## src/rtl/control_unit_seq_if.sv

```systemverilog
// rtl/control_unit_seq_if.sv - control unit to datapath signal bundle
// illegal_op exists only when CU_ILLEGAL_TRAP_EN is defined.
interface control_unit_seq_if #(
  parameter int DATA_W = 8,
  parameter int ADDR_W = 8
);
  localparam int INSTR_W = 8 + 2 * DATA_W;

  logic [INSTR_W-1:0] instr_word;
  logic               instr_valid;
  logic [ADDR_W-1:0]  pc_value;
  logic               mar_load;
  logic               ir_load;
  logic               pc_inc;
  logic               pc_load_en;
  logic [ADDR_W-1:0]  pc_load_val;
  logic               reg_rd_en;
  logic [DATA_W-1:0]  rd_addr1;
  logic [DATA_W-1:0]  rd_addr2;
  logic               reg_wr_en;
  logic [DATA_W-1:0]  wr_addr;
  logic [DATA_W-1:0]  imm_data;
  logic [1:0]         path_sel;
  logic [7:0]         alu_sel;
  logic               alu_start;
  logic               alu_done;
  logic               mem_rd_en;
  logic               mem_wr_en;
  logic [ADDR_W-1:0]  mem_addr;
  logic               mem_ready;
  logic               halted;
  logic               stack_err;
  logic [3:0]         state_out;
  logic [7:0]         opcode_out;

`ifdef CU_ILLEGAL_TRAP_EN
  logic               illegal_op;

  modport master (
    input  instr_word, instr_valid, pc_value, alu_done, mem_ready,
    output mar_load, ir_load, pc_inc, pc_load_en, pc_load_val,
    output reg_rd_en, rd_addr1, rd_addr2, reg_wr_en, wr_addr, imm_data, path_sel,
    output alu_sel, alu_start, mem_rd_en, mem_wr_en, mem_addr,
    output halted, stack_err, state_out, opcode_out, illegal_op
  );

  modport slave (
    output instr_word, instr_valid, pc_value, alu_done, mem_ready,
    input  mar_load, ir_load, pc_inc, pc_load_en, pc_load_val,
    input  reg_rd_en, rd_addr1, rd_addr2, reg_wr_en, wr_addr, imm_data, path_sel,
    input  alu_sel, alu_start, mem_rd_en, mem_wr_en, mem_addr,
    input  halted, stack_err, state_out, opcode_out, illegal_op
  );
`else
  modport master (
    input  instr_word, instr_valid, pc_value, alu_done, mem_ready,
    output mar_load, ir_load, pc_inc, pc_load_en, pc_load_val,
    output reg_rd_en, rd_addr1, rd_addr2, reg_wr_en, wr_addr, imm_data, path_sel,
    output alu_sel, alu_start, mem_rd_en, mem_wr_en, mem_addr,
    output halted, stack_err, state_out, opcode_out
  );

  modport slave (
    output instr_word, instr_valid, pc_value, alu_done, mem_ready,
    input  mar_load, ir_load, pc_inc, pc_load_en, pc_load_val,
    input  reg_rd_en, rd_addr1, rd_addr2, reg_wr_en, wr_addr, imm_data, path_sel,
    input  alu_sel, alu_start, mem_rd_en, mem_wr_en, mem_addr,
    input  halted, stack_err, state_out, opcode_out
  );
`endif
endinterface

```

## src/rtl/control_unit_seq.sv

```systemverilog
// rtl/control_unit_seq.sv - multi-cycle fetch/decode/execute control FSM with return stack
// Define CU_ILLEGAL_TRAP_EN to trap undefined opcodes to TRAP_VEC; otherwise they execute as NOP.
module control_unit_seq #(
  parameter int                DATA_W      = 8,
  parameter int                ADDR_W      = 8,
  parameter int                STACK_DEPTH = 16,
  parameter logic [ADDR_W-1:0] TRAP_VEC    = 'hF0
) (
  input  logic                clk,
  input  logic                rst,
  control_unit_seq_if.master  bus
);
  localparam int INSTR_W = 8 + 2 * DATA_W;
  localparam int SP_W    = $clog2(STACK_DEPTH) + 1;

  localparam logic [7:0] OP_STR_IMM = 8'h01;
  localparam logic [7:0] OP_STR_DIR = 8'h02;
  localparam logic [7:0] OP_ALU_LO  = 8'h03;
  localparam logic [7:0] OP_ALU_HI  = 8'h17;
  localparam logic [7:0] OP_LOA_DIR = 8'h21;
  localparam logic [7:0] OP_MOV     = 8'h22;
  localparam logic [7:0] OP_JMP     = 8'h30;
  localparam logic [7:0] OP_CALL    = 8'h31;
  localparam logic [7:0] OP_RET     = 8'h32;
  localparam logic [7:0] OP_HALT    = 8'h3F;

  typedef enum logic [3:0] {
    S_FETCH    = 4'd0,
    S_WAIT_IR  = 4'd1,
    S_DECODE   = 4'd2,
    S_STR_IMM  = 4'd3,
    S_STR_DIR  = 4'd4,
    S_LOA_MEM  = 4'd5,
    S_MOV      = 4'd6,
    S_ALU_RD   = 4'd7,
    S_ALU_WAIT = 4'd8,
    S_WB       = 4'd9,
    S_JMP      = 4'd10,
    S_CALL     = 4'd11,
    S_RET      = 4'd12,
    S_HALT     = 4'd13,
    S_TRAP     = 4'd14
  } state_t;

  state_t            state, state_n;
  logic              run_q;
  logic [7:0]        op_q;
  logic [DATA_W-1:0] a_q, b_q;
  logic [SP_W-1:0]   sp;
  logic              stack_err_q;
  logic [ADDR_W-1:0] stack_mem [STACK_DEPTH];

  logic [7:0]        op_w;
  logic [DATA_W-1:0] a_w, b_w;
  logic              sp_full, sp_empty;
  logic [SP_W-2:0]   push_idx, pop_idx;
  logic              op_q_alu;

  assign op_w = bus.instr_word[INSTR_W-1 -: 8];
  assign a_w  = bus.instr_word[2*DATA_W-1 -: DATA_W];
  assign b_w  = bus.instr_word[DATA_W-1:0];

  assign sp_full  = (sp == SP_W'(STACK_DEPTH));
  assign sp_empty = (sp == '0);
  assign push_idx = sp[SP_W-2:0];
  assign pop_idx  = sp[SP_W-2:0] - (SP_W-1)'(1);
  assign op_q_alu = (op_q >= OP_ALU_LO) && (op_q <= OP_ALU_HI);

  // run_q keeps the first FETCH after reset idle so every output reads 0 while rst is held.
  always_ff @(posedge clk or posedge rst) begin
    if (rst) begin
      state       <= S_FETCH;
      run_q       <= 1'b0;
      op_q        <= '0;
      a_q         <= '0;
      b_q         <= '0;
      sp          <= '0;
      stack_err_q <= 1'b0;
    end else begin
      state <= state_n;
      run_q <= 1'b1;
      if (state == S_DECODE) begin
        op_q <= op_w;
        a_q  <= a_w;
        b_q  <= b_w;
      end
      if (state == S_CALL) begin
        if (sp_full) stack_err_q <= 1'b1;
        else         sp          <= sp + SP_W'(1);
      end
      if (state == S_RET) begin
        if (sp_empty) stack_err_q <= 1'b1;
        else          sp          <= sp - SP_W'(1);
      end
    end
  end

  always_ff @(posedge clk) begin
    if (state == S_CALL && !sp_full) stack_mem[push_idx] <= bus.pc_value;
  end

`ifdef CU_ILLEGAL_TRAP_EN
  logic illegal_q;

  always_ff @(posedge clk or posedge rst) begin
    if (rst)                   illegal_q <= 1'b0;
    else if (state == S_TRAP)  illegal_q <= 1'b1;
  end

  assign bus.illegal_op = illegal_q;
`endif

  always_comb begin
    state_n = state;
    case (state)
      S_FETCH:    if (run_q) state_n = S_WAIT_IR;
      S_WAIT_IR:  if (bus.instr_valid) state_n = S_DECODE;
      S_DECODE: begin
        if      (op_w == OP_STR_IMM) state_n = S_STR_IMM;
        else if (op_w == OP_STR_DIR) state_n = S_STR_DIR;
        else if (op_w == OP_LOA_DIR) state_n = S_LOA_MEM;
        else if (op_w == OP_MOV)     state_n = S_MOV;
        else if (op_w == OP_JMP)     state_n = S_JMP;
        else if (op_w == OP_CALL)    state_n = S_CALL;
        else if (op_w == OP_RET)     state_n = S_RET;
        else if (op_w == OP_HALT)    state_n = S_HALT;
        else if (op_w >= OP_ALU_LO && op_w <= OP_ALU_HI) state_n = S_ALU_RD;
`ifdef CU_ILLEGAL_TRAP_EN
        else                         state_n = S_TRAP;
`else
        else                         state_n = S_FETCH;
`endif
      end
      S_STR_DIR:  if (bus.mem_ready) state_n = S_FETCH;
      S_LOA_MEM:  if (bus.mem_ready) state_n = S_WB;
      S_MOV:      state_n = S_WB;
      S_ALU_RD:   state_n = S_ALU_WAIT;
      S_ALU_WAIT: if (bus.alu_done) state_n = S_WB;
      S_HALT:     state_n = S_HALT;
      default:    state_n = S_FETCH;
    endcase
  end

  always_comb begin
    bus.mar_load    = 1'b0;
    bus.ir_load     = 1'b0;
    bus.pc_inc      = 1'b0;
    bus.pc_load_en  = 1'b0;
    bus.pc_load_val = '0;
    bus.reg_rd_en   = 1'b0;
    bus.rd_addr1    = '0;
    bus.rd_addr2    = '0;
    bus.reg_wr_en   = 1'b0;
    bus.wr_addr     = '0;
    bus.imm_data    = '0;
    bus.path_sel    = 2'b00;
    bus.alu_sel     = 8'h00;
    bus.alu_start   = 1'b0;
    bus.mem_rd_en   = 1'b0;
    bus.mem_wr_en   = 1'b0;
    bus.mem_addr    = '0;
    bus.halted      = 1'b0;
    case (state)
      S_FETCH:   bus.mar_load = run_q;
      S_WAIT_IR: begin
        bus.ir_load = !bus.instr_valid;
        bus.pc_inc  = bus.instr_valid;
      end
      S_STR_IMM: begin
        bus.reg_wr_en = 1'b1;
        bus.wr_addr   = a_q;
        bus.imm_data  = b_q;
        bus.path_sel  = 2'b10;
      end
      S_STR_DIR: begin
        bus.reg_rd_en = 1'b1;
        bus.rd_addr1  = a_q;
        bus.mem_wr_en = 1'b1;
        bus.mem_addr  = ADDR_W'(b_q);
      end
      S_LOA_MEM: begin
        bus.mem_rd_en = 1'b1;
        bus.mem_addr  = ADDR_W'(b_q);
      end
      S_MOV: begin
        bus.reg_rd_en = 1'b1;
        bus.rd_addr1  = b_q;
      end
      S_ALU_RD: begin
        bus.reg_rd_en = 1'b1;
        bus.rd_addr1  = a_q;
        bus.rd_addr2  = b_q;
        bus.alu_sel   = op_q;
        bus.alu_start = 1'b1;
      end
      S_ALU_WAIT: begin
        bus.rd_addr1 = a_q;
        bus.rd_addr2 = b_q;
        bus.alu_sel  = op_q;
      end
      // Operand addresses and ALU select stay up through write-back so the ALU result is still valid.
      S_WB: begin
        bus.reg_wr_en = 1'b1;
        bus.wr_addr   = a_q;
        if (op_q == OP_LOA_DIR) begin
          bus.path_sel = 2'b01;
        end else if (op_q == OP_MOV) begin
          bus.rd_addr1 = b_q;
        end else if (op_q_alu) begin
          bus.rd_addr1 = a_q;
          bus.rd_addr2 = b_q;
          bus.alu_sel  = op_q;
        end
      end
      S_JMP: begin
        bus.pc_load_en  = 1'b1;
        bus.pc_load_val = ADDR_W'(a_q);
      end
      S_CALL: begin
        bus.pc_load_en  = !sp_full;
        bus.pc_load_val = sp_full ? '0 : ADDR_W'(a_q);
      end
      S_RET: begin
        bus.pc_load_en  = !sp_empty;
        bus.pc_load_val = sp_empty ? '0 : stack_mem[pop_idx];
      end
      S_HALT:    bus.halted = 1'b1;
      S_TRAP: begin
        bus.pc_load_en  = 1'b1;
        bus.pc_load_val = TRAP_VEC;
      end
      default: ;
    endcase
  end

  assign bus.stack_err  = stack_err_q;
  assign bus.state_out  = state;
  assign bus.opcode_out = op_q;
endmodule
```

## src/flat_wrapper.sv

```systemverilog
// flat-port wrapper written by rule: the top's interface ports become plain ports
module control_unit_seq_flat 
#(
  parameter int                DATA_W      = 8,
  parameter int                ADDR_W      = 8,
  parameter int                STACK_DEPTH = 16,
  parameter logic [ADDR_W-1:0] TRAP_VEC    = 'hF0
)
  (clk, rst, bus_instr_word, bus_instr_valid, bus_pc_value, bus_alu_done, bus_mem_ready, bus_mar_load, bus_ir_load, bus_pc_inc, bus_pc_load_en, bus_pc_load_val, bus_reg_rd_en, bus_rd_addr1, bus_rd_addr2, bus_reg_wr_en, bus_wr_addr, bus_imm_data, bus_path_sel, bus_alu_sel, bus_alu_start, bus_mem_rd_en, bus_mem_wr_en, bus_mem_addr, bus_halted, bus_stack_err, bus_state_out, bus_opcode_out);
  control_unit_seq_if #(.DATA_W(DATA_W), .ADDR_W(ADDR_W)) bus_i ();
  input  logic clk;
  input  logic rst;
  input wire logic [$bits(bus_i.instr_word)-1:0] bus_instr_word;
  input wire logic [$bits(bus_i.instr_valid)-1:0] bus_instr_valid;
  input wire logic [$bits(bus_i.pc_value)-1:0] bus_pc_value;
  input wire logic [$bits(bus_i.alu_done)-1:0] bus_alu_done;
  input wire logic [$bits(bus_i.mem_ready)-1:0] bus_mem_ready;
  output wire logic [$bits(bus_i.mar_load)-1:0] bus_mar_load;
  output wire logic [$bits(bus_i.ir_load)-1:0] bus_ir_load;
  output wire logic [$bits(bus_i.pc_inc)-1:0] bus_pc_inc;
  output wire logic [$bits(bus_i.pc_load_en)-1:0] bus_pc_load_en;
  output wire logic [$bits(bus_i.pc_load_val)-1:0] bus_pc_load_val;
  output wire logic [$bits(bus_i.reg_rd_en)-1:0] bus_reg_rd_en;
  output wire logic [$bits(bus_i.rd_addr1)-1:0] bus_rd_addr1;
  output wire logic [$bits(bus_i.rd_addr2)-1:0] bus_rd_addr2;
  output wire logic [$bits(bus_i.reg_wr_en)-1:0] bus_reg_wr_en;
  output wire logic [$bits(bus_i.wr_addr)-1:0] bus_wr_addr;
  output wire logic [$bits(bus_i.imm_data)-1:0] bus_imm_data;
  output wire logic [$bits(bus_i.path_sel)-1:0] bus_path_sel;
  output wire logic [$bits(bus_i.alu_sel)-1:0] bus_alu_sel;
  output wire logic [$bits(bus_i.alu_start)-1:0] bus_alu_start;
  output wire logic [$bits(bus_i.mem_rd_en)-1:0] bus_mem_rd_en;
  output wire logic [$bits(bus_i.mem_wr_en)-1:0] bus_mem_wr_en;
  output wire logic [$bits(bus_i.mem_addr)-1:0] bus_mem_addr;
  output wire logic [$bits(bus_i.halted)-1:0] bus_halted;
  output wire logic [$bits(bus_i.stack_err)-1:0] bus_stack_err;
  output wire logic [$bits(bus_i.state_out)-1:0] bus_state_out;
  output wire logic [$bits(bus_i.opcode_out)-1:0] bus_opcode_out;
  assign bus_i.instr_word = bus_instr_word;
  assign bus_i.instr_valid = bus_instr_valid;
  assign bus_i.pc_value = bus_pc_value;
  assign bus_i.alu_done = bus_alu_done;
  assign bus_i.mem_ready = bus_mem_ready;
  assign bus_mar_load = bus_i.mar_load;
  assign bus_ir_load = bus_i.ir_load;
  assign bus_pc_inc = bus_i.pc_inc;
  assign bus_pc_load_en = bus_i.pc_load_en;
  assign bus_pc_load_val = bus_i.pc_load_val;
  assign bus_reg_rd_en = bus_i.reg_rd_en;
  assign bus_rd_addr1 = bus_i.rd_addr1;
  assign bus_rd_addr2 = bus_i.rd_addr2;
  assign bus_reg_wr_en = bus_i.reg_wr_en;
  assign bus_wr_addr = bus_i.wr_addr;
  assign bus_imm_data = bus_i.imm_data;
  assign bus_path_sel = bus_i.path_sel;
  assign bus_alu_sel = bus_i.alu_sel;
  assign bus_alu_start = bus_i.alu_start;
  assign bus_mem_rd_en = bus_i.mem_rd_en;
  assign bus_mem_wr_en = bus_i.mem_wr_en;
  assign bus_mem_addr = bus_i.mem_addr;
  assign bus_halted = bus_i.halted;
  assign bus_stack_err = bus_i.stack_err;
  assign bus_state_out = bus_i.state_out;
  assign bus_opcode_out = bus_i.opcode_out;
  control_unit_seq #(.DATA_W(DATA_W), .ADDR_W(ADDR_W), .STACK_DEPTH(STACK_DEPTH), .TRAP_VEC(TRAP_VEC)) u_core (.clk(clk), .rst(rst), .bus(bus_i));
endmodule
```

## config.mk

```make
export PLATFORM = sky130hd
export DESIGN_NAME = control_unit_seq_flat
export DESIGN_NICKNAME = d
export VERILOG_FILES = /design/src/rtl/control_unit_seq_if.sv /design/src/rtl/control_unit_seq.sv /design/src/flat_wrapper.sv
export SDC_FILE = /design/constraint.sdc
export NUM_CORES = 1
export LEC_CHECK = 0
export CAP_MARGIN = 30
export CORE_MARGIN = 2
export CORE_UTILIZATION = 40
export CTS_BUF_LIST = sky130_fd_sc_hd__clkbuf_8
export DETAILED_ROUTE_END_ITERATION = 12
export HOLD_SLACK_MARGIN = 0.1
export PLACE_DENSITY = 0.62
export RECOVER_POWER = 25
export SETUP_SLACK_MARGIN = 0.4
export SYNTH_ARGS = -nofsm -noshare
export SYNTH_HDL_FRONTEND = slang
export SYNTH_SLANG_ARGS = --single-unit
```

## constraint.sdc

```tcl
create_clock -name clk -period 4.5 [get_ports clk]
set_clock_uncertainty 0.2 [all_clocks]
set_input_delay 0.45 -clock clk [delete_from_list [all_inputs] [get_ports clk]]
set_output_delay 0.45 -clock clk [all_outputs]
set_load 0.005 [all_outputs]
```

Word level (Yosys, flattened, before mapping):

Memory sizes are Yosys's and may differ from the RTL's.
Index checks and enable logic that the tools add are counted.

* RAM bits: 128
* flip-flop bits (word level): 35
* input bits: 37
* memories: 1
* latch bits: 0
* word-level logic and storage cells: 115
* ROM bits: 0

Memories
* u_core.stack_mem: depth 16, bits a word 8, rd ports 1, clocked after memory_dff 0, wr ports 1, line control_unit_seq.sv:51 `logic [ADDR_W-1:0] stack_mem [STACK_DEPTH];`

* shift-type cells: 0
* reductions and logical operators: 15
* equality and inequality tests: 30
* mux-type cells: 55
* add/sub/neg operators: 3
* bitwise gates (word level): 0
* divide/modulo/power cells: 0
* $lt $le $gt $ge: 4
* $mul: 0

Operators with widths (count)
* $mux 8: 14
* $eq 8x6->1 const B: 8
* $mux 4: 13
* $pmux 4 s9: 1
* $pmux 8 s2: 2
* $pmux 8 s4: 1
* $eq 4x4->1 const B: 7
* $pmux 8 s3: 1
* $mux 5: 4
* $eq 4x3->1 const B: 4
* $ge 8x2->1 const B: 2
* $le 8x5->1 const B: 2
* $mux 1: 16
* $eq 4x2->1 const B: 2
* $eq 8x1->1 const B: 1
* $eq 8x2->1 const B: 1
* $ne 2x2->1 const B: 4
* $reduce_or 2->1: 4
* $reduce_or 3->1: 2
* $add 5x1->5 const B: 1
* $eq 5x5->1 const B: 1
* $logic_not 5->1: 1
* $reduce_and 5->1: 1
* $sub 5x1->5 const B: 1
* other kinds (9): 13

Logic depth before layout (Yosys ltp):

Gate-level depths: netlist (run 1).

* word-level depth: 12
* mapped depth: 11
* depth with buffers taken out: 7

Worst setup path after synthesis (run 1):

OpenSTA, ideal clock, no wires.

* kind: reg-to-output
* start: register u_core.sp[0]
* end: output port bus_pc_load_val[3]
* required time: 3850 ps
* data arrival time: 2548 ps
* stages on the path, launching flop included: 11
* path buffers: 4
* setup slack: 1302 ps
* cells stage by stage: dfrtp_1 > buf_6 > buf_2 > inv_1 > ha_1 > clkbuf_1 > clkbuf_1 > mux4_2 > nand2_1 > nand2_1 > a221o_1

* longest elaborated chain between the ends: 4

RTL lines
* start, declared: line control_unit_seq.sv:49 `logic [SP_W-1:0] sp;`
* start signal, assigned: line control_unit_seq.sv:89 `else sp <= sp + SP_W'(1);`
* start signal, assigned: line control_unit_seq.sv:93 `else sp <= sp - SP_W'(1);`
* $sub 4x1->4: line control_unit_seq.sv:66 `assign pop_idx = sp[SP_W-2:0] - (SP_W-1)'(1);`
* $mem_v2 16x8
* $mux 8: line control_unit_seq.sv:225 `bus.pc_load_val = sp_empty ? '0 : stack_mem[pop_idx];`
* $pmux 8 s4 *: line control_unit_seq.sv:163 `case (state)`
* end, declared: line flat_wrapper.sv:22 `output wire logic [$bits(bus_i.pc_load_val)-1:0] bus_pc_load_val;`

Mark *: on every way between the ends. The rest lies on a longest branch, timed or not.

Worst setup path in the final report (run 1):

* start: register u_core.state[2] (netlist: u_core.bus.state_out[2])
* end: output port bus_rd_addr2[1]

* longest elaborated chain between the ends: 3

RTL lines
* start, declared: line control_unit_seq.sv:45 `state_t state, state_n;`
* start signal, assigned: line control_unit_seq.sv:80 `state <= state_n;`
* $eq 4x4->1 or $eq 4x3->1 (tied branches): line control_unit_seq.sv:163
* $reduce_or 2->1 (no source line)
* $pmux 8 s2 *: line control_unit_seq.sv:163
* end, declared: line flat_wrapper.sv:25 `output wire logic [$bits(bus_i.rd_addr2)-1:0] bus_rd_addr2;`

Marked as above.

==> summary.md, run 1 <==
| Metric | Value |
|---|---|
| P_int | 2.82 mW |
| Starting Density | 40.4% |
| Synth Cell Area | 7500 µm² |
| Synthesized area per cell | 14.5 µm² |
| Reg clk slew, reported paths | 0.08 ns |
| Top-area cell type share of the netlist area | 51.2% |
| Global-route wire length before repair | 28000 µm |
| Combinational power share | 24.1% |
| Critical-path top delay cell | dfrtp_1 |
| Drt total wl | 18600 µm |
| Layout cells sized above 1 | 16.0% |
| Die area | 19900 µm² |
| Clk root buf | clkbuf_8 |
| Seq cells post-synth | 163 |
| Relative slew margins | -29.3% |
| Total CTS buffers | 17 |
| Post-Syn Nets | 559 |
| Vias per inst | 5.48 |
| Initial drt markers | 370 |
| Setup TNS | 0 ns |
| Hold Startpoint | u_core.bus.stack_err$_DFF_PP0_ |
| Max Clk Rate | 260 MHz |
| Overall routing resource usage | 18.9% |
| Top post-synthesis cells by area | edfxtp_1 51%, dfrtp_1 12%, mux4_2 9.6%, and2_1 3.8%, mux2_2 3.6% |
| Vias | 4834 |
| First-pass iteration count of the detailed router | 5 |
| Clk pwr share | 26.6% |
| Gr ovfl total | 0 |
| Vias in the first global route | 4814 |
| Synth Warn # | 0 |
| CP arrival | 3.20 ns |
| Worst setup EP type | output port |
| Final Critical Period | 3.85 ns |
| Number of synthesized flops with an enable pin | 128 |
| Total leakage power | 3.25 nW |
| Crit path buf inv count | 1 |
| # setup viols final | 0 |
| Post-DP HPWL | 13100 µm |
| Total Nets Final | 679 |
| CP startpoint kind | flip-flop |
| DR DRC count | 0 |
| Crit path kind | reg2out |
| Mapped Cells | 517 |
| I/O Buffers | 117 |
| CORE AREA | 18600 µm² |
| CTS tree | yes |
| Clock Tree Buf Depth | 2 |
| CTS Hold Buffers Added | 0 |
| FF-to-FF Start | u_core.bus.state_out[3]$_DFFE_PP0P_ |
| Top cell type by total area after synthesis | edfxtp_1 |
| Fraction of registers with async set/reset | 21.5% |
| Maxcap violations | 1 |
| Critical path, cell by cell | nand2b_1 > nor2_1 > a21oi_1 > nand2_1 > and2_1 > clkdlybuf4s50_1 |
| Worst min path class | reg2reg |
| Max incr delay on CP | 0.92 ns |
| Setup repair bufs after CTS | 0 |
| Slew Viols, Final | 36 |
| Initial antenna violation count | 0 |
| Distinct cells, synth | 54 |
| Largest net degree at the start of global routing | 37 |
| Clock latency on the worst-skew pair | 0.45 ns |
| Crit share post-route | 85.6% |
| Clk sinks | 163 |
| Antenna Cells | 0 |
| GP Congestion | 0.857 |
| CTS H-tree lvls | 4 |
| Main synth FF type | edfxtp_1 |
| Seq pwr share | 49.4% |
| Required time of the worst setup path | 3.85 ns |
| P_sw | 1.19 mW |
| Max IR drop VDD | 279 µV |
| Hold Fails Final Rpt | 0 |
| Die Wd | 141 µm |
| Worst setup path startpoint | u_core.bus.state_out[2]$_DFFE_PP0P_ |
| RSZ-0062 raised after global routing | no |
| Status | finished with violations |
| Rows | 50 |
| CP max FO | 26 |
| Sequential fraction of the synthesis area | 62.9% |
| Dpl cells | 851 |
| FF-to-FF setup slack | 1.44 ns |
| Violated checks | capacitance limit, slew limit |
| P&R area growth vs syn | 23.9% |
| Final Non-Filler Cells | 882 |
| Routed Antenna Nets | 0 |
| CP top delay family | simple AND/OR/NAND/NOR gates |
| WL per Instance | 21.0 µm |
| Pwr Density | 432 nW/µm² |
| CTS resizes | 0 |
| Chip height | 141 µm |
| Actual slew at the worst max-slew pin | 1.94 ns |
| # IOs | 118 |
| Switch share | 29.7% |
power groups by stage:
| stage | Combinational (mW) | Sequential [mW] | Clock (mW) |
|---|---|---|---|
| after floorplan | 0.623 | 1.88 | 0 |
| after global placement | 0.962 | 2.00 | 0 |
| after detailed placement | 0.974 | 2.01 | 0 |
| after CTS | 0.978 | 1.97 | 1.09 |
| after global routing | 1.06 | 2.00 | 1.14 |
| final | 0.966 | 1.98 | 1.07 |
routing by layer:
layer  vias up  global-route usage (%)  routed length, µm
met2       206                    32.0               9030
met5         -                       0                  0
met3        16                    4.59               1220
met4         0                    4.53                244
met1      2405                    24.7               8060
li1       2207                       -                  -
worst paths after layout:
kind / to / cells after the start
max in group asynchronous: u_core.sp[0]$_DFF_PP0_ / 3
worst min-delay path: u_core.bus.stack_err$_DFF_PP0_ / 1
worst max register to register: u_core.stack_mem[7][3]$_DFFE_PP_ / 4
worst max-delay path: bus_rd_addr2[1] / 6
min in group asynchronous: u_core.b_q[5]$_DFFE_PP0P_ / 3
worst min register to register: u_core.bus.stack_err$_DFF_PP0_ / 1
kinds of logic after synthesis:
group | Yosys count | synth area share, %
buffers and inverters | 38 | 2.78
xor gates and xnor gates | 6 | 0.700
adders and majority gates | 5 | 0.834
AOI/OAI and AO/OA | 65 | 6.50
muxes | 62 | 14.0
DFF | 163 | 62.9
and+or+nand+nor | 177 | 12.2
other | 1 | 0.0500
flip-flops by register name, summed over array words and instances, names as in the netlist:
signal,count
u_core.stack_mem,128
u_core.bus.state_out,4
u_core.run_q,1
u_core.a_q,8
u_core.sp,5
u_core.bus.stack_err,1
u_core.bus.opcode_out,8
u_core.b_q,8
stage by stage:
step	setup WS, ns	util, %	instance area, µm²	hold WS [ns]	total power, mW
after detailed placement	1.15	47.9	8900	0.333	2.98
final	0.648	50.0	9300	0.321	4.02
after floorplan	1.30	-	7500	0.266	2.51
after global routing	0.434	50.0	9300	0.361	4.20
after global placement	1.17	47.9	8900	0.344	2.96
after CTS	0.618	50.0	9290	0.214	4.04
placed cells by master, fill, tap and decap left out, types with 3 or more instances in the layout:
cell,n
dfrtp_1,34
nor3_1,8
inv_1,11
dlygate4sd3_1,6
o221ai_1,4
a221o_1,6
clkbuf_8,17
mux2i_1,6
a211oi_1,3
o22ai_1,4
bufinv_16,3
clkinv_2,4
clkdlybuf4s50_1,111
buf_4,9
o21ai_0,11
nor2_1,27
xnor2_1,3
nor4_1,6
mux2_2,24
mux4_2,32
nand2_1,53
edfxtp_1,128
and2_1,46
ha_1,5
and3_1,4
nand3_1,8
nand2b_1,8
xor2_1,3
a22o_1,8
a21oi_1,12
nor2b_1,4
final cells by class:
cell class | instances | area [µm²]
Inverter | 10 | 37.5
Clock buffer | 17 | 234
Multi-Input combinational cell | 316 | 2580
Fill cell | 1576 | 9280
Sequential cell | 163 | 4720
Timing Repair Buffer | 129 | 1270
Tap cell | 234 | 293
Clock inverter | 13 | 160
cell usage after synthesis (6+ instances only):
cell type / number
clkbuf_1: 14
nand3_1: 8
a221o_1: 6
mux2_2: 24
and2_1: 46
nor3_1: 8
edfxtp_1: 128
mux4_2: 32
a21oi_1: 12
mux2i_1: 6
buf_6: 8
dfrtp_1: 35
inv_1: 10
nor2_1: 27
o21ai_0: 11
nand2b_1: 8
nand2_1: 53
nor4_1: 6
a22o_1: 8
No activity file was read; power rests on OpenSTA's default activity.
==> run 2, diff against run 1 <==
SLEW_MARGIN = 20   (was not set)
clock period = 4.6 ns   (was 4.5 ns; I/O delays follow)
==> summary.md, run 2 (synthesized netlist as in run 1, its figures left out) <==
| Metric | Value |
|---|---|
| Relative slew margins | -30.3% |
| Worst setup EP type | output port |
| Max FFs per register | 128 |
| Required time of the worst setup path | 3.94 ns |
| Gr ovfl total | 0 |
| Layout cells sized above 1 | 16.5% |
| Initial drt markers | 342 |
| Commonest non-fill, non-tap cell in the layout | edfxtp_1 |
| Vias | 4913 |
| CP startpoint kind | flip-flop |
| Violated checks | capacitance limit, slew limit |
| P_int | 2.68 mW |
| Overall routing resource usage | 19.2% |
| Crit share post-route | 84.4% |
| CTS H-tree lvls | 4 |
| Pwr Density | 422 nW/µm² |
| CP arrival | 3.22 ns |
| Starting Density | 40.4% |
| Total Nets Final | 679 |
| DR DRC count | 0 |
| FF-to-FF setup slack | 1.52 ns |
| # IOs | 118 |
| FF-to-FF Start | u_core.bus.state_out[3]$_DFFE_PP0P_ |
| Die area | 19900 µm² |
| Worst min path class | reg2reg |
| Clock Tree Buf Depth | 2 |
| Setup TNS | 0 ns |
| Maxcap violations | 1 |
| Initial antenna violation count | 0 |
| Die Wd | 141 µm |
| Worst setup path startpoint | u_core.sp[0]$_DFF_PP0_ |
| Hold Fails Final Rpt | 0 |
| Setup repair bufs after CTS | 0 |
| I/O Buffers | 117 |
| Placed cell area | 8900 µm² |
| Largest net degree at the start of global routing | 37 |
| Total leakage power | 3.25 nW |
| Clk pwr share | 26.5% |
| CTS tree | yes |
| CORE AREA | 18600 µm² |
| P&R area growth vs syn | 24.0% |
| WL per Instance | 21.2 µm |
| Most frequent cells in the layout | 128 x edfxtp_1, 111 x clkdlybuf4s50_1, 53 x nand2_1 |
| Drt total wl | 18800 µm |
| Vias in the first global route | 4893 |
| Clock latency on the worst-skew pair | 0.46 ns |
| Max Clk Rate | 258 MHz |
| Reg clk slew, reported paths | 0.08 ns |
| FF-to-FF path depth | 4 |
| Total CTS buffers | 17 |
| Slew Viols, Final | 36 |
| Total Power | 3.92 mW |
| CTS resizes | 0 |
| Max IR drop VDD | 266 µV |
| Actual slew at the worst max-slew pin | 1.96 ns |
| CTS Hold Buffers Added | 0 |
| Clk sinks | 163 |
| GP Congestion | 0.852 |
| Finished Cell Area | 9300 µm² |
| CP max FO | 36 |
| Crit path kind | reg2out |
| P_sw | 1.24 mW |
| Combinational power share | 24.1% |
| Critical Path End | bus_pc_load_val[0] |
| Routed Antenna Nets | 0 |
| Reg with most FFs | u_core.stack_mem |
| RSZ-0062 raised after global routing | no |
| Switch share | 31.6% |
| Antenna Cells | 0 |
| Status | finished with violations |
| Global-route wire length before repair | 28500 µm |
| First-pass iteration count of the detailed router | 4 |
| Post-DP HPWL | 13100 µm |
| Clk root buf | clkbuf_8 |
| Seq pwr share | 49.4% |
| # setup viols final | 0 |
| Vias per inst | 5.56 |
| Final Critical Period | 3.88 ns |
| Rows | 50 |
| Chip height | 141 µm |
| Crit Reg-Reg Endpoint | u_core.stack_mem[3][7]$_DFFE_PP_ |
[run 2: cell count changes in the layout (fill, tap and decap cells not counted)]
cell        previous run  this run
clkinv_2               4         1
clkbuf_4               1         0
inv_1                 11        10
clkinv_8               0         2
bufinv_16              3         1
clkinvlp_4             2         1
clkinv_4               0         3
buf_2                  0         1
inv_6                  1         5
[run 2: layer usage]
layer	GRT usage, %	part of all wire, %	up-vias
met2	33.0	49	192
met3	4.89	6.2	20
met5	0	0	-
met1	24.7	43	2481
met4	4.58	1.0	0
li1	-	-	2220
[run 2: worst min path at each step]
stage / end / slack (ns) / cells after the start / from
3_5_place_dp: u_core.sp[4]$_DFF_PP0_ / 0.34 / 1 / u_core.sp[4]$_DFF_PP0_
3_3_place_gp: u_core.sp[4]$_DFF_PP0_ / 0.34 / 1 / u_core.sp[4]$_DFF_PP0_
4_1_cts: u_core.a_q[5]$_DFFE_PP0P_ / 0.21 / 3 / rst
6_report: u_core.bus.stack_err$_DFF_PP0_ / 0.34 / 1 / u_core.bus.stack_err$_DFF_PP0_
2_1_floorplan: u_core.bus.stack_err$_DFF_PP0_ / 0.27 / 1 / u_core.bus.stack_err$_DFF_PP0_
5_1_grt: u_core.bus.stack_err$_DFF_PP0_ / 0.37 / 1 / u_core.bus.stack_err$_DFF_PP0_
[run 2: worst max-delay path, stage by stage, from the launching register on]
cell and delay, ns:
dfrtp_2 0.37, buf_4 0.56, nor3_1 0.19, xor2_1 0.22, nor2_1 0.60, a221o_1 0.30
clkdlybuf4s50_1 0.51
[run 2: cell type report]
| class | count | area, µm² |
|---|---|---|
| multi-input cells | 316 | 2580 |
| flip-flops and latches | 163 | 4720 |
| fillers | 1580 | 9280 |
| inverters | 10 | 37.5 |
| clock buffers | 17 | 234 |
| clock inverters | 15 | 168 |
| repair buffers | 129 | 1270 |
| well taps | 234 | 293 |
[run 2: power by group through the flow]
stage	clock, mW	combinational (mW)	sequential [mW]
detailed placement	0	0.951	1.97
global route	1.12	1.03	1.96
floorplan	0	0.610	1.84
CTS	1.06	0.956	1.94
global placement	0	0.944	1.96
finish	1.04	0.947	1.94
[run 2: stage by stage]
step / hold WS [ns] / utilization [%] / setup WS, ns / std cells
CTS: 0.211 / 50.1 / 0.665 / 883
global placement: 0.342 / 47.9 / 1.24 / 851
global route: 0.368 / 50.1 / 0.454 / 884
detailed placement: 0.344 / 47.9 / 1.20 / 851
finish: 0.338 / 50.1 / 0.719 / 884
floorplan: 0.266 / - / 1.39 / 517
==> run 3, diff against run 2 <==
clock period = 4.02 ns   (was 4.6 ns; I/O delays follow)
==> summary.md, run 3 (synthesized netlist as in run 1, its figures left out) <==
| Metric | Value |
|---|---|
| Status | finished clean |
| Hold Fails Final Rpt | 0 |
| Actual slew at the worst max-slew pin | 0.918 ns |
| Post-DP HPWL | 13500 µm |
| Die area | 19900 µm² |
| Gr ovfl total | 0 |
| Die Wd | 141 µm |
| Reg clk slew, reported paths | 0.08 ns |
| Vias in the first global route | 4929 |
| CTS tree | yes |
| Crit share post-route | 88.0% |
| Total Nets Final | 686 |
| Global-route wire length before repair | 28900 µm |
| Placed cell area | 8920 µm² |
| Initial antenna violation count | 0 |
| WL per Instance | 21.3 µm |
| Rows | 50 |
| Setup TNS | 0 ns |
| Worst setup EP type | output port |
| Vias per inst | 5.58 |
| Final hold slack | 0.357 ns |
| Reg with most FFs | u_core.stack_mem |
| Final Util | 50.8% |
| Sequential cell area | 4730 µm² |
| Clock latency on the worst-skew pair | 0.44 ns |
| Hold Path Depth | 1 |
| Starting Density | 40.4% |
| P&R area growth vs syn | 25.7% |
| Hold Startpoint | u_core.bus.stack_err$_DFF_PP0_ |
| RSZ-0062 raised after global routing | yes |
| Most frequent cells in the layout | 128 x edfxtp_1, 109 x clkdlybuf4s50_1, 52 x nand2_1 |
| # setup viols final | 0 |
| Clock Tree Buf Depth | 2 |
| CP max FO | 8 |
| Total leakage power | 3.28 nW |
| Chip height | 141 µm |
| Overall routing resource usage | 19.6% |
| Max Clk Rate | 283 MHz |
| CP startpoint kind | flip-flop |
| Worst min path class | reg2reg |
| Commonest non-fill, non-tap cell in the layout | edfxtp_1 |
| Finished Cell Area | 9440 µm² |
| Max FFs per register | 128 |
| Initial drt markers | 324 |
| Hold endpoint | u_core.bus.stack_err$_DFF_PP0_ |
| Largest net degree at the start of global routing | 37 |
| CORE AREA | 18600 µm² |
| FF-to-FF setup slack | 1.19 ns |
| Final Critical Period | 3.54 ns |
| Clk sinks | 163 |
| Drt total wl | 19000 µm |
| Total CTS buffers | 17 |
| Antenna Cells | 0 |
| I/O Buffers | 117 |
| Slew Viols, Final | 0 |
| DR DRC count | 0 |
| First-pass iteration count of the detailed router | 5 |
| CTS H-tree lvls | 4 |
| # fillers | 1549 |
| FF-to-FF path depth | 5 |
| Crit path kind | reg2out |
| Required time of the worst setup path | 3.42 ns |
| Relative slew margins | 38.6% |
| Max IR drop VDD | 422 µV |
| # IOs | 118 |
| Layout cells sized above 1 | 18.6% |
| CP arrival | 2.94 ns |
| Total Power | 4.53 mW |
| Area of the multi-input gates | 2640 µm² |
| Maxcap violations | 0 |
| GP Congestion | 0.883 |
| Vias | 4968 |
| Pwr Density | 480 nW/µm² |
| Routed Antenna Nets | 0 |
| Clk root buf | clkbuf_8 |
| FF-to-FF Start | u_core.bus.state_out[2]$_DFFE_PP0P_ |
| Crit Reg-Reg Endpoint | u_core.stack_mem[3][6]$_DFFE_PP_ |
## run 3: cell types whose count changed in the layout (fill, tap and decap cells not counted), sizes merged
cell           delta
clkdlybuf4s50     -2
dlygate4sd3       +3
inv               -3
bufinv            +2
clkinvlp          +1
buf               +6
clkinv            -1
## run 3: what timing repair did
action,CTS,global route
hold buffers,0,1
pin swaps,1,0
setup endpoints to repair,22,31
buffers inserted,1,0
gates cloned,0,0
gates resized for setup,5,14
hold endpoints to repair,0,4
## run 3: worst max-delay path by stage
stage | endpoint | cells after the start | slack (ns) | start
floorplan | bus_pc_load_val[3] | 10 | 0.87 | u_core.sp[0]$_DFF_PP0_
global placement | bus_pc_load_val[0] | 6 | 0.70 | u_core.sp[0]$_DFF_PP0_
detailed placement | bus_pc_load_val[1] | 8 | 0.65 | u_core.sp[1]$_DFF_PP0_
CTS | bus_pc_load_val[1] | 8 | 0.39 | u_core.sp[1]$_DFF_PP0_
global route | bus_pc_load_val[1] | 7 | 0.38 | u_core.sp[0]$_DFF_PP0_
finish | bus_pc_load_val[1] | 8 | 0.48 | u_core.sp[1]$_DFF_PP0_
## run 3: report_power, final
part           leakage, nW  switching [mW]  internal, mW
clock                0.196           0.585         0.608
sequential            1.57           0.253          1.96
combinational         1.51           0.513         0.615
## run 3: layout make-up
type                       instances  area share [%]
sequential                       163            50.1
multi-input combinational        316            28.0
timing repair buffer             136            14.2
tap                              234            3.10
clock buffer                      17            2.48
clock inverter                    14            1.71
inverter                          10           0.398
## run 3: critical path, cell delays in order (launching register included)
cell and delay [ns]:
dfrtp_2 0.47, inv_2 0.12, ha_4 0.17, or4b_4 0.49, and4_4 0.25, nand2_4 0.13, a21oi_1 0.08, a221o_1 0.31
clkdlybuf4s50_1 0.46
## run 3: per-layer routing
layer	share of wire (%)	vias to the layer above	GRT usage, %
met5	0	-	0
met4	2.6	0	7.63
met3	6.4	26	4.79
met2	49	214	32.1
met1	42	2508	25.3
li1	-	2220	-
## run 3: metrics by stage
step                      worst slack [ns]  cells
after floorplan                      0.870    517
after global placement               0.702    855
after detailed placement             0.647    856
after CTS                            0.391    888
after global routing                 0.383    890
final                                0.482    890
